$ cat config.mk
export PLATFORM = sky130hd
export DESIGN_NAME = residual_seq
export DESIGN_NICKNAME = d
export VERILOG_FILES = /design/src/rtl/residual_seq.sv
export SDC_FILE = /design/constraint.sdc
export NUM_CORES = 1
export LEC_CHECK = 0
export CAP_MARGIN = 20
export CORE_AREA = 10 10 70 72
export DETAILED_ROUTE_END_ITERATION = 10
export DIE_AREA = 0 0 80 82
export PLACE_DENSITY_LB_ADDON = 0.25
export SKIP_CTS_REPAIR_TIMING = 1
export SLEW_MARGIN = 20
export SYNTH_ARGS = -nofsm -noshare
export SYNTH_HDL_FRONTEND = slang
export SYNTH_SLANG_ARGS = --single-unit
$ cat constraint.sdc
create_clock -name clk -period 5.1 [get_ports clk]
set_input_delay 1.02 -clock clk [delete_from_list [all_inputs] [get_ports clk]]
set_output_delay 1.02 -clock clk [all_outputs]
set_load 0.005 [all_outputs]
$ cat src/rtl/residual_seq.sv
// residual_seq: per-macroblock residual block sequencer feeding residual_ctrl.
//   Walks the 4:2:0 residual block order for one macroblock. Each block gets one
//   residual_start, then the sequencer waits for residual_valid before moving on,
//   and a done pulse follows the last block.
//   clk, rst          clock, synchronous active-high reset
//   ena               global stall; no state changes and no start/done pulses while low
//   mb_start          begin a macroblock (accepted only when idle)
//   is_intra16x16     macroblock type, latched at mb_start
//   cbp_luma          coded 8x8 luma blocks, latched at mb_start
//   cbp_chroma        chroma coded pattern (0..2, 3 acts as 2), latched at mb_start
//   residual_state    current block type to residual_ctrl
//   residual_start    one-cycle block start to residual_ctrl
//   residual_valid    block finished, from residual_ctrl
//   blk_idx           luma 4x4 index, or chroma AC index within Cb/Cr
//   busy, done        macroblock in progress / one-cycle completion pulse
module residual_seq #(
   parameter bit CHROMA_EN = 1'b1
) (
   input  logic       clk,
   input  logic       rst,
   input  logic       ena,
   input  logic       mb_start,
   input  logic       is_intra16x16,
   input  logic [3:0] cbp_luma,
   input  logic [1:0] cbp_chroma,
   output logic [3:0] residual_state,
   output logic       residual_start,
   input  logic       residual_valid,
   output logic [3:0] blk_idx,
   output logic       busy,
   output logic       done
);
   localparam logic [3:0] S_IDLE     = 4'd0;
   localparam logic [3:0] S_I16DC    = 4'd1;
   localparam logic [3:0] S_I16AC    = 4'd2;
   localparam logic [3:0] S_I16AC_0  = 4'd3;
   localparam logic [3:0] S_LUMA     = 4'd4;
   localparam logic [3:0] S_LUMA_0   = 4'd5;
   localparam logic [3:0] S_CDC_CB   = 4'd6;
   localparam logic [3:0] S_CDC_CR   = 4'd7;
   localparam logic [3:0] S_CAC_CB   = 4'd8;
   localparam logic [3:0] S_CAC_CR   = 4'd9;
   localparam logic [3:0] S_CAC_CB_0 = 4'd10;
   localparam logic [3:0] S_CAC_CR_0 = 4'd11;

   typedef enum logic [1:0] {IDLE, ISSUE, WAIT, DONE} phase_t;

   phase_t     phase;
   logic       i16;
   logic [3:0] cbp_l;
   logic [1:0] cbp_c;
   logic [3:0] nxt_state;
   logic [3:0] nxt_idx;
   logic [3:0] idx_inc;
   logic [3:0] first_state;
   logic [3:0] ac_cb;
   logic [3:0] ac_cr;
   logic       luma;
   logic       last;

   function automatic logic [3:0] luma_type(input logic intra, input logic coded);
      return intra ? (coded ? S_I16AC : S_I16AC_0) : (coded ? S_LUMA : S_LUMA_0);
   endfunction

   assign idx_inc     = blk_idx + 4'd1;
   assign luma        = residual_state >= S_I16AC && residual_state <= S_LUMA_0;
   assign first_state = is_intra16x16 ? S_I16DC : luma_type(1'b0, cbp_luma[0]);
   // cbp_chroma of 2 or 3 both mean AC coefficients are coded
   assign ac_cb       = cbp_c[1] ? S_CAC_CB : S_CAC_CB_0;
   assign ac_cr       = cbp_c[1] ? S_CAC_CR : S_CAC_CR_0;

   // Successor of the current block; last flags that no block follows
   always_comb begin
      nxt_state = residual_state;
      nxt_idx   = 4'd0;
      last      = 1'b0;
      if (residual_state == S_I16DC)
         nxt_state = luma_type(i16, cbp_l[0]);
      else if (luma && blk_idx != 4'd15) begin
         nxt_state = luma_type(i16, cbp_l[idx_inc[3:2]]);
         nxt_idx   = idx_inc;
      end
      else if (luma) begin
         last      = !CHROMA_EN;
         nxt_state = cbp_c != 2'd0 ? S_CDC_CB : ac_cb;
      end
      else if (residual_state == S_CDC_CB)
         nxt_state = S_CDC_CR;
      else if (residual_state == S_CDC_CR)
         nxt_state = ac_cb;
      else if (blk_idx != 4'd3)
         nxt_idx = idx_inc;
      else if (residual_state == ac_cb)
         nxt_state = ac_cr;
      else
         last = 1'b1;
   end

   always_ff @(posedge clk) begin
      if (rst) begin
         phase          <= IDLE;
         residual_state <= S_IDLE;
         blk_idx        <= 4'd0;
         busy           <= 1'b0;
         i16            <= 1'b0;
         cbp_l          <= 4'd0;
         cbp_c          <= 2'd0;
      end
      else if (ena) begin
         case (phase)
            IDLE:
               if (mb_start) begin
                  i16            <= is_intra16x16;
                  cbp_l          <= cbp_luma;
                  cbp_c          <= cbp_chroma;
                  residual_state <= first_state;
                  blk_idx        <= 4'd0;
                  busy           <= 1'b1;
                  phase          <= ISSUE;
               end
            // a valid left high from the previous block is deliberately ignored here
            ISSUE:
               phase <= WAIT;
            WAIT:
               if (residual_valid) begin
                  if (last) begin
                     residual_state <= S_IDLE;
                     blk_idx        <= 4'd0;
                     phase          <= DONE;
                  end
                  else begin
                     residual_state <= nxt_state;
                     blk_idx        <= nxt_idx;
                     phase          <= ISSUE;
                  end
               end
            default: begin
               busy  <= 1'b0;
               phase <= IDLE;
            end
         endcase
      end
   end

   assign residual_start = phase == ISSUE && ena;
   assign done           = phase == DONE && ena;
endmodule
* Word level (Yosys, flattened, before mapping)
Cells that the tools add are included.
Cells by class: equality and inequality tests 13, reductions and logical operators 13, magnitude comparators 3, bitwise gates (word level) 1, add/sub/neg operators 1, mux-type cells 47
Operators by type and width (number):
- 4-bit two-way mux | 20
- 8-bit inequality test, second input constant | 2
- 4-bit one-hot mux with 2 select lines | 2
- 1-bit two-way mux | 14
- 2-bit two-way mux | 5
- 3-bit two-way mux | 3
- 3-bit AND reduction | 3
- 4-bit by 3-bit == test with 1-bit output, second input constant | 2
- 2-bit one-hot mux with 3 select lines | 1
- 6-bit AND reduction | 1
- 4-bit by 1-bit adder with 4-bit output, second input constant | 1
- 2-bit == test, second input constant | 2
- 4-bit by 1-bit == test with 1-bit output, second input constant | 1
- 4-bit == test | 1
- 4-bit by 2-bit >= comparator with 1-bit output, second input constant | 1
- 4-bit by 3-bit less-or-equal comparator with 1-bit output, second input constant | 1
- 1-bit logical AND | 4
- 2-bit inequality test, second input constant | 2
- 4-bit by 2-bit inequality test with 1-bit output, second input constant | 1
- 4-bit inequality test, second input constant | 1
- 4-bit AND reduction | 1
- 2-bit nonzero test | 2
- 2-bit by 3-bit less-than comparator with 1-bit output, second input constant | 1
- 1-bit binary-select mux with 2-bit select | 1
- 5 further kinds | 5
Storage, ports and cells: input bits 12, logic and storage cells 85, register bits 18

* Logic depth before layout (Yosys ltp)
depth in word-level cells 12, gate-level depth with buffers 7, mapped depth without buffers 7

* Worst setup path after synthesis
Ideal clock, no wire load.
path type input to output, from in ena, to out done, slack 2.917 ns, arrival time 1.163 ns, buffers on the path 0, cell stages on the path 1, path through and2_1
Between the ends: cells in the longest elaborated chain, start to end 1
Ends and longest elaborated chain:
- from (decl) | RTL line 21 | input logic ena,
- 1-bit logical AND | RTL line 146 | assign done = phase == DONE && ena;
- to (decl) | RTL line 31 | output logic done
No other way between the ends.

* Worst setup path after layout
Same ends and word-level chain as after synthesis.

==> results.cfg <==
[cts]
root_buffer = clkbuf_4
tritoncts = done
cts_sinks = 18
cts_max_level = 1
clockBufferDepth = 2
clock_latency_ps = 290
numCtsBuffers = 3
clk_pin_slew_ps = 110

[yosys]
synth_warnings = 0
synthCells = 145
synth_most_common_cell = dfxtp_1
syn-num-nets = 162
synth_enable_flop_cells = 0
synth_area_leaders = dfxtp_1 30%, mux2i_1 6.7%, ha_1 5.2%
synthDistinctLibCells = 45
synth_top_flop_cell = dfxtp_1
synth_seq_area_share = 0.300
postSynthAreaPerCell_um2 = 8.29
synth_commonest_cells = 18 x dfxtp_1, 14 x nor2_1, 9 x o21ai_0, 8 x mux2i_1, 8 x nand2_1
yosys.area.top_type = dfxtp_1
synth_top_area_share = 0.300
synth-seq-cells = 18
netlist_area_um2 = 1200
async_flop_share = 0

[sta]
hold_viol = 0
setup_violations = 0
worst_pin_slew_ps = 745
finalSetupTns_ps = 0
rsz0062_at_grt = no
period_needed_ps = 3250
drv_slew = 0
fmax_mhz = 307
finClkSkew_ps = 0.607
slew_headroom = 0.502
fin_crit_sh = 0.638

[final_layout]
finish.utilization = 0.409
multi_input_area_um2 = 778
antennaDiodeCount = 0
regArea_um2 = 360
nNetsFinal = 181
area_growth_pct = 21.7
fill_cells = 385
fin_area_um2 = 1460
drive_above_1_share = 0.0679

[floorplan]
initial_utilization = 0.336
core_area_um2 = 3580
dieArea_um2 = 6560
die_h_um = 82
rows = 22
fp.dieW_um = 80
io-pin-count = 23

[critical_path]
crit_arrival_ps = 2230
cp-start-kind = input pin
critical_path.cell_chain = clkdlybuf4s50_1 > and2_1 > clkdlybuf4s50_1
cp_max_fo = 7
crit_slowest_cell = clkdlybuf4s50_1
cp_common_cell = clkdlybuf4s50_1
max_stage_delay_ps = 560
end_kind = output port
cp.required_ps = 4080
crit_family = buffers and inverters
worst-setup-path-type = in -> out
cp_num_buf_inv = 2

[grt]
antenna_found_initial = 0
met1_usage = 0.116
met3_usage = 0.0349
track_usage = 0.0948
overflow = 0
grt_start_max_net_pins = 21
grt_pass1_wl_um = 5090
top_usage_layer = met2
met2_usage = 0.156
grt_pass1_vias = 1083

[routing]
avgViaCountPerCell = 5.42
first_pass_iters = 4
drc = 0
drt-initial-drc-count = 91
vias = 1139
wl_per_cell_um = 14.3
drtAntennaViolNets = 0
routed_wl_um = 3000

[pwr]
p_per_area_nw_per_um2 = 223
peakVddDrop_uv = 84.7
leakage_nw = 0.528

[worst_hold_path]
hold_path.class = reg -> reg

[outcome]
status = finished, final reports clean

[flow_run]
maxCapViolations = 0

[placement]
numPortBuffers = 22
place.gp.congestion = 0.851
postPlaceCellArea_um2 = 1440
dpl.hpwl_um = 2180
-- tightest hold or removal path: stages (launching register included) --
cell,delay (ps)
dfxtp_1,360
mux2i_1,80
nor2_1,80
-- metal layers --
| layer | part of all wire | vias to the layer above |
|---|---|---|
| met2 | 0.47 | 30 |
| met1 | 0.46 | 535 |
| met4 | 0.0093 | 0 |
| met5 | 0 | - |
| met3 | 0.062 | 4 |
| li1 | - | 570 |
-- cell usage in the layout, fill, tap and decap left out, types with 2 or more instances in the layout --
cell,instances
inv_1,6
nand3b_1,3
o21bai_1,4
clkbuf_4,3
ha_1,5
a21oi_1,6
nand2_1,8
nor3_1,4
clkdlybuf4s50_1,22
nor2_1,14
dfxtp_1,18
o21ai_0,9
o2111ai_1,2
nand2b_1,6
a221oi_1,2
nand3_1,6
mux2i_1,8
a211oi_1,6
and2_1,3
a31oi_1,2
nor3b_1,2
-- cell families after synthesis --
family,count (synthesis),synth area share
buf+inv,14,0.0531
simple gates,54,0.250
fa+ha+maj,5,0.0520
xor+xnor,2,0.0146
mux,9,0.0760
compound gates,43,0.255
flops,18,0.300
-- power breakdown --
part / internal, mW / switching, mW
Clock: 0.0275 / 0.0459
Combinational: 0.0450 / 0.0454
Sequential: 0.149 / 0.0131
Total: 0.222 / 0.104
-- through the flow --
step | cells | hold WS, ps | power (mW) | setup WS (ps)
5_1_grt | 210 | 599 | 0.350 | 1770
3_5_place_dp | 207 | 508 | 0.256 | 1830
2_1_floorplan | 145 | 465 | 0.225 | 2920
4_1_cts | 210 | 535 | 0.330 | 1830
3_3_place_gp | 207 | 499 | 0.254 | 1860
6_report | 210 | 538 | 0.326 | 1850
-- area by class of cell --
cell class,instances,share of cell area
timing repair buffer,22,0.150
sequential,18,0.246
clock buffer,3,0.0154
multi-input combinational,113,0.532
tap,48,0.0410
inverter,6,0.0154
-- path summary, 6_finish.rpt --
path	from	end	slack, ps	cells after the start
worst max register to register	blk_idx[0]	residual_state[2]	2790	6
worst min register to register	cbp_c[0]	cbp_c[0]	540	2
worst max-delay path	ena	done	1850	3
worst min-delay path	cbp_c[0]	cbp_c[0]	540	2
-- flip-flops by register name, indices dropped and copies added (netlist names) --
register        count
residual_state      4
busy                1
i16                 1
cbp_c               2
phase               2
cbp_l               4
blk_idx             4
Power figures use the tool's default switching activity.
